### config.mk
export PLATFORM = sky130hd
export DESIGN_NAME = multiplier_2x2
export DESIGN_NICKNAME = d
export VERILOG_FILES = /design/src/rtl/multiplier_2x2.sv
export SDC_FILE = /design/constraint.sdc
export NUM_CORES = 1
export LEC_CHECK = 0
export CORE_AREA = 2 2 39 41
export DETAILED_ROUTE_END_ITERATION = 7
export DIE_AREA = 0 0 41 43
export HOLD_SLACK_MARGIN = 0.03
export PLACE_DENSITY = 0.44
export SLEW_MARGIN = 20
export SYNTH_ARGS = -nofsm -noshare
export SYNTH_HDL_FRONTEND = slang
export SYNTH_HIERARCHICAL = 1
export SYNTH_SLANG_ARGS = --single-unit
### constraint.sdc
create_clock -name clk -period 0.9 [get_ports clk]
set_input_delay 0.135 -clock clk [delete_from_list [all_inputs] [get_ports clk]]
set_output_delay 0.135 -clock clk [all_outputs]
set_load 0.1 [all_outputs]
### src/rtl/multiplier_2x2.sv
// Registered unsigned 2x2 multiplier. Partial products are ANDed, reduced with two
// half adders, and captured in an output register with a one-cycle valid flag.

module half_adder (
  input  logic a,
  input  logic b,
  output logic s,
  output logic c
);
  assign s = a ^ b;
  assign c = a & b;
endmodule

module multiplier_2x2 (
  input  logic       clk,
  input  logic       rst_n,
  input  logic [1:0] multiplicand,
  input  logic [1:0] multiplier,
  input  logic       in_valid,
  output logic [3:0] product,
  output logic       out_valid
);
  logic pp0, pp1, pp2, pp3;
  logic p1, p2, p3;
  logic c1;
  logic [3:0] product_comb;

  assign pp0 = multiplicand[0] & multiplier[0];
  assign pp1 = multiplicand[1] & multiplier[0];
  assign pp2 = multiplicand[0] & multiplier[1];
  assign pp3 = multiplicand[1] & multiplier[1];

  half_adder u_ha1 (.a(pp1), .b(pp2), .s(p1), .c(c1));
  // The carry out of HA2 is the product MSB; no third adder is needed since 3*3=9 fits.
  half_adder u_ha2 (.a(pp3), .b(c1),  .s(p2), .c(p3));

  assign product_comb = {p3, p2, p1, pp0};

  always_ff @(posedge clk) begin
    // NOTE: sequential state uses non-blocking assignments so every register samples
    // pre-edge values; reset is synchronous and overrides in_valid.
    if (!rst_n) begin
      product   <= 4'd0;
      out_valid <= 1'b0;
    end else if (in_valid) begin
      product   <= product_comb;
      out_valid <= 1'b1;
    end else begin
      out_valid <= 1'b0;
    end
  end
endmodule

==> impl_metrics.csv, run 1 <==
group,metric,value,unit
status,status,"complete, but fails checks",
status,violations,"setup timing",
critical_path,crit_buf_inv,1,
timing,max-slew-margin-rel,82.4,%
logic_synthesis,synth_seq_area_share,43.7,%
logic_synthesis,syn_area,229,um2
clocking,clk_pin_slew,0.05,ns
critical_path,cp_cell_sequence,"buf_12",
global_routing,track_usage,8.75,%
finish,antennaDiodeCount,0,
placement,io_buffers,11,
logic_synthesis,synthCells,21,
critical_path,critPathLaunchType,"flip-flop",
critical_path,cp-end-kind,"output pin",
drt,met2WireLength,257,um
logic_synthesis,yosysTopAreaCell,"dfxtp_1",
drt,vias,192,
floorplan,die_h,43,um
logic_synthesis,yosysTopAreaCellShare,43.7,%
placement,gp_congestion,0.615,
global_routing,grt-ovfl-total,0,
critical_path,critPathTopFamily,"flip-flops",
clocking,cts_buffers,3,
timing,finalHoldViolations,0,
critical_path,max_stage_delay,0.35,ns
drt,vias_per_cell,3.62,
timing,fin_crit,0.905,ns
logic_synthesis,synth.most_common_cell,"dfxtp_1",
timing,slew_violations,0,
floorplan,initial_core_util,16.5,%
clocking,cts_buffer_depth,2,
timing,setup_violations,1,
timing,worst_pin_slew,0.265,ns
drt,wl_met3,36,um
global_routing,grt_pass1_vias,216,
drt,drt_pre_antenna_iters,1,
power,power_density,1450,nW/um2
timing,rsz0062_at_grt,"true",
critical_path,slowest_stage,"dfxtp_2",
logic_synthesis,yosysUniqueCellTypes,10,
floorplan,die_w,41,um
power,peakVddDrop,0.640,mV
floorplan,io_pins,12,
logic_synthesis,ys_top_cells_by_area,"dfxtp_1 (44%), mux2i_1 (13%), ha_1 (11%)",
drt,drt_wl_total,517,um
clocking,cts-root-buf,"clkbuf_4",
placement,place_inst,49,
clocking,cts_sinks,5,
drt,drc_errors,0,
drt,highest_layer,"met3",
placement,post-place-ws,-0.508,ns
finish,final_nets,47,
logic_synthesis,synthArstFlopShare,0,%
logic_synthesis,syn_nets,30,
placement,dp_hpwl,414,um
finish,area_growth,104,%
floorplan,die_area,1760,um2
drt,ant_nets,0,
critical_path,crit_arrival,0.77,ns
drt,detail_route.wl_per_cell,9.75,um
logic_synthesis,ys_warn_count,6,
timing,tns,-0.00479,ns
critical_path,cp.required,0.76,ns
finish,fin_cells,53,
drt,drt-met1-wl,223,um
flow_run,max_cap_viol_count,0,
clocking,cts_tree,"built",
power,power_leakage,0.198,nW
finish,layout-drive-gt1-share,64.9,%
timing,max_freq,1110,MHz
global_routing,antenna_found_initial,0,
logic_synthesis,avgSynthCellArea,10.9,um2
floorplan,row_count,14,
floorplan,coreArea,1380,um2
timing,timing.final.ws_setup,-0.00479,ns
logic_synthesis,yosys-top-cells-count,"dfxtp_1 (5), and2_1 (3), mux2i_1 (3), nor2b_1 (3), ha_1 (2)",
critical_path,worstSetupPathType,"reg -> out",
global_routing,grt_max_degree,7,
clocking,ctsHoldBuffers,0,
clocking,clock_latency,0.23,ns
global_routing,grt_pass1_wl,972,um
finish,fin_util,33.8,%
hold_path,hold_path.class,"in -> reg",
drt,first_iter_violations,0,
timing,fin_crit_sh,101,%
logic_synthesis,synth_seq_cells,5,
logic_synthesis,synth_flop_cell,"dfxtp_1",
critical_path,critPathMaxFanout,2,
logic_synthesis,synth_edf_count,0,
clocking,htree_levels,1,
timing,clock_skew,0,ns
[layout by cell type, fill, tap and decap left out]
cell             n
clkdlybuf4s50_1  1
and2_4           2
mux2i_1          3
clkbuf_2         2
buf_12           5
nand4_1          1
and2_2           1
clkdlybuf4s15_2  1
dfxtp_4          3
and2_1           1
ha_4             2
nand2_1          1
buf_2            1
nand3b_1         1
clkbuf_4         3
buf_4            2
dfxtp_2          2
clkbuf_1         1
nor2b_1          3
dlygate4sd2_1    1
[cell families after synthesis]
logic type	after synthesis	share of synthesized area (%)
flops	5	43.7
fa+ha+maj	2	10.9
mux	3	13.1
simple gates	10	27.3
buf+inv	1	4.92
[area by class of cell]
class | instances | area [um2]
fillers | 145 | 916
repair buffers | 13 | 160
multi-input cells | 15 | 148
flip-flops and latches | 5 | 114
clock buffers | 4 | 26.3
well taps | 16 | 20.0
[stage by stage]
stage          instance area (um2)  hold WS [ns]  power, mW
4_1_cts                        475         0.253      0.701
5_1_grt                        468         0.298      0.730
3_5_place_dp                   454         0.483      0.434
3_3_place_gp                   454         0.481      0.433
6_report                       468         0.255      0.679
2_1_floorplan                  270         0.262      0.350
[routing by layer]
layer / GRT usage, % / vias up
met4: 8.00 / 0
li1: - / 101
met1: 10.4 / 85
met5: 0 / -
met3: 3.14 / 0
met2: 11.6 / 6
[worst paths after layout]
kind / cells after the start / slack (ns) / start / end
worst max-delay path: 1 / -0.005 / product[1] / product[1]
worst min-delay path: 4 / 0.26 / multiplier[0] / product[0]
worst max register to register: 2 / 0.26 / product[3] / product[3]
worst min register to register: 2 / 0.50 / product[0] / product[0]
[registers in the layout, summed over array words and instances (netlist names)]
register   flops
product        4
out_valid      1
[what timing repair did]
action                     in CTS  in global routing
setup endpoints to repair       7                  6
gates resized for setup        12                  3
pin swaps                       3                  2
cloned                          0                  0
buffers inserted                0                  0
[power breakdown]
group	switching [mW]	internal (mW)	total (mW)
Sequential	0.00959	0.227	0.237
Combinational	0.100	0.0798	0.180
Clock	0.0944	0.168	0.262
Total	0.204	0.475	0.679
Power figures use the tool's default switching activity.
==> inputs of run 2 (changes only) <==
==> constraint.sdc (replaced) <==
create_clock -name clk -period 0.8 [get_ports clk]
set_input_delay 0.12 -clock clk [delete_from_list [all_inputs] [get_ports clk]]
set_output_delay 0.12 -clock clk [all_outputs]
set_load 0.1 [all_outputs]
==> run 2 against run 1 <==
Clock skew is the same; critical path depth is the same; highest routed layer unchanged; routed wire length shrank 3.3%; utilization shrank 0.63 points; cell count shrank 3.8%; the flow still finishes with violations (setup timing); sequential share of layout area grew 0.46 points; first-iteration DRC count is the same; clock-buffer cell count is the same; clock power grew 13%; total power grew 12%.
==> impl_metrics.csv, run 2 (same netlist as run 1, synthesis figures left out) <==
group,metric,value,unit
drt,drt_pre_antenna_iters,1,
critical_path,crit_buf_inv,1,
finish,top_regs,"product x4, out_valid x1",
critical_path,r2r_cells,2,
clocking,ctsHoldBuffers,0,
timing,setup_violations,5,
flow_run,max_cap_viol_count,0,
timing,worst_pin_slew,0.254,ns
critical_path,slowest_stage,"dfxtp_4",
floorplan,die_area,1760,um2
hold_path,hold_path.class,"in -> reg",
finish,antennaDiodeCount,0,
critical_path,cp-end-kind,"output pin",
status,violations,"setup timing",
clocking,cts_buffer_depth,2,
clocking,post-cts-setup-buffers,0,
timing,slew_violations,0,
timing,max_freq,1130,MHz
clocking,cts_buffers,3,
critical_path,cp_cell_sequence,"buf_12",
drt,ant_nets,0,
finish,area_growth,101,%
floorplan,row_count,14,
critical_path,cp.required,0.68,ns
finish,layout_commonest_cell,"buf_12",
global_routing,antenna_found_initial,0,
finish,fin_util,33.2,%
timing,hold_slack,0.121,ns
global_routing,grt_max_degree,7,
drt,vias_per_cell,3.96,
timing,rsz0062_at_grt,"true",
global_routing,grt-ovfl-total,0,
drt,detail_route.wl_per_cell,9.80,um
power,power_density,1660,nW/um2
critical_path,r2r_slack,0.16,ns
clocking,htree_levels,1,
hold_path,hold_end,"product[0]",
power,peakVddDrop,0.660,mV
critical_path,regToRegEndpoint,"product[2]",
clocking,cts-root-buf,"clkbuf_4",
placement,gp_congestion,0.630,
finish,layout-drive-gt1-share,62.9,%
power,power_leakage,0.191,nW
finish,final_cell_mix,"buf_12 (5), mux2i_1 (3), nor2b_1 (3), clkbuf_4 (3), dfxtp_4 (3)",
floorplan,initial_core_util,16.5,%
placement,placed_area,442,um2
clocking,clock_latency,0.24,ns
timing,max-slew-margin-rel,83.1,%
timing,clock_skew,0,ns
finish,largest_reg_flops,4,
clocking,clk_pin_slew,0.05,ns
critical_path,path_depth,1,
floorplan,coreArea,1380,um2
global_routing,grt_pass1_vias,224,
drt,vias,202,
status,status,"complete, but fails checks",
critical_path,crit_arrival,0.76,ns
drt,first_iter_violations,0,
global_routing,grt_pass1_wl,841,um
critical_path,critPathLaunchType,"flip-flop",
finish,fin_cells,51,
finish,fin_area,459,um2
critical_path,critPathTopFamily,"flip-flops",
critical_path,worstSetupPathType,"reg -> out",
clocking,cts_tree,"built",
floorplan,die_w,41,um
placement,place_inst,47,
finish,final_nets,45,
critical_path,max_stage_delay,0.35,ns
hold_path,hold-path-cell-count,3,
timing,fin_crit,0.883,ns
critical_path,critPathMaxFanout,2,
floorplan,io_pins,12,
clocking,cts_sinks,5,
timing,fin_crit_sh,110,%
critical_path,rr_startpoint,"product[2]",
drt,drt_wl_total,500,um
hold_path,hp-start,"multiplier[0]",
timing,timing.final.ws_setup,-0.0832,ns
drt,drc_errors,0,
timing,finalHoldViolations,0,
global_routing,track_usage,7.85,%
placement,io_buffers,11,
floorplan,die_h,43,um
finish,largest_register,"product",
-- run 2: cell count changes in the layout (fill, tap and decap cells not counted) --
| cell | previous run | this run |
|---|---|---|
| buf_2 | 1 | 2 |
| clkdlybuf4s15_2 | 1 | 0 |
| buf_6 | 0 | 2 |
| buf_4 | 2 | 0 |
| clkbuf_2 | 2 | 0 |
-- run 2: area by class of cell --
class	instances	area (um2)
multi-input cells	15	148
clock buffers	4	26.3
well taps	16	20.0
fillers	150	925
repair buffers	11	151
flip-flops and latches	5	114
-- run 2: repair_timing --
item                                   in CTS  in global routing
gates resized for setup                    18                  1
endpoints found under the hold margin       0                  0
setup endpoints to repair                   9                  6
pin swaps                                   4                  0
-- run 2: per-layer routing --
metal	wire length, um	vias up	part of all wire [%]	track usage, %
li1	-	99	-	-
met1	186	97	37	5.83
met2	267	6	53	11.6
met3	46	0	9.2	7.33
met4	0	0	0	6.00
met5	0	-	0	0
-- run 2: worst max-delay path by stage --
stage,start,to,slack [ns]
after floorplan,product[1],product[1],-0.14
after global placement,multiplicand[0],product[2],-0.59
after detailed placement,multiplicand[0],product[2],-0.63
after CTS,product[3],product[3],-0.1
after global routing,product[1],product[1],-0.11
final,product[0],product[0],-0.08
-- run 2: per-stage QoR --
step | setup TNS [ns] | worst slack [ns] | total power [mW]
floorplan | -0.295 | -0.143 | 0.391
global placement | -2.05 | -0.592 | 0.478
detailed placement | -2.14 | -0.628 | 0.481
CTS | -0.454 | -0.0968 | 0.783
global route | -0.533 | -0.108 | 0.805
finish | -0.381 | -0.0832 | 0.763
-- run 2: power breakdown --
part           switching [mW]  internal, mW
registers              0.0103         0.256
logic                   0.112        0.0886
clock network           0.107         0.189
-- run 2: worst reg2reg max path, stage by stage (launching register included) --
cell	delay, ns
dfxtp_4	0.34
mux2i_1	0.12
nor2b_1	0.06
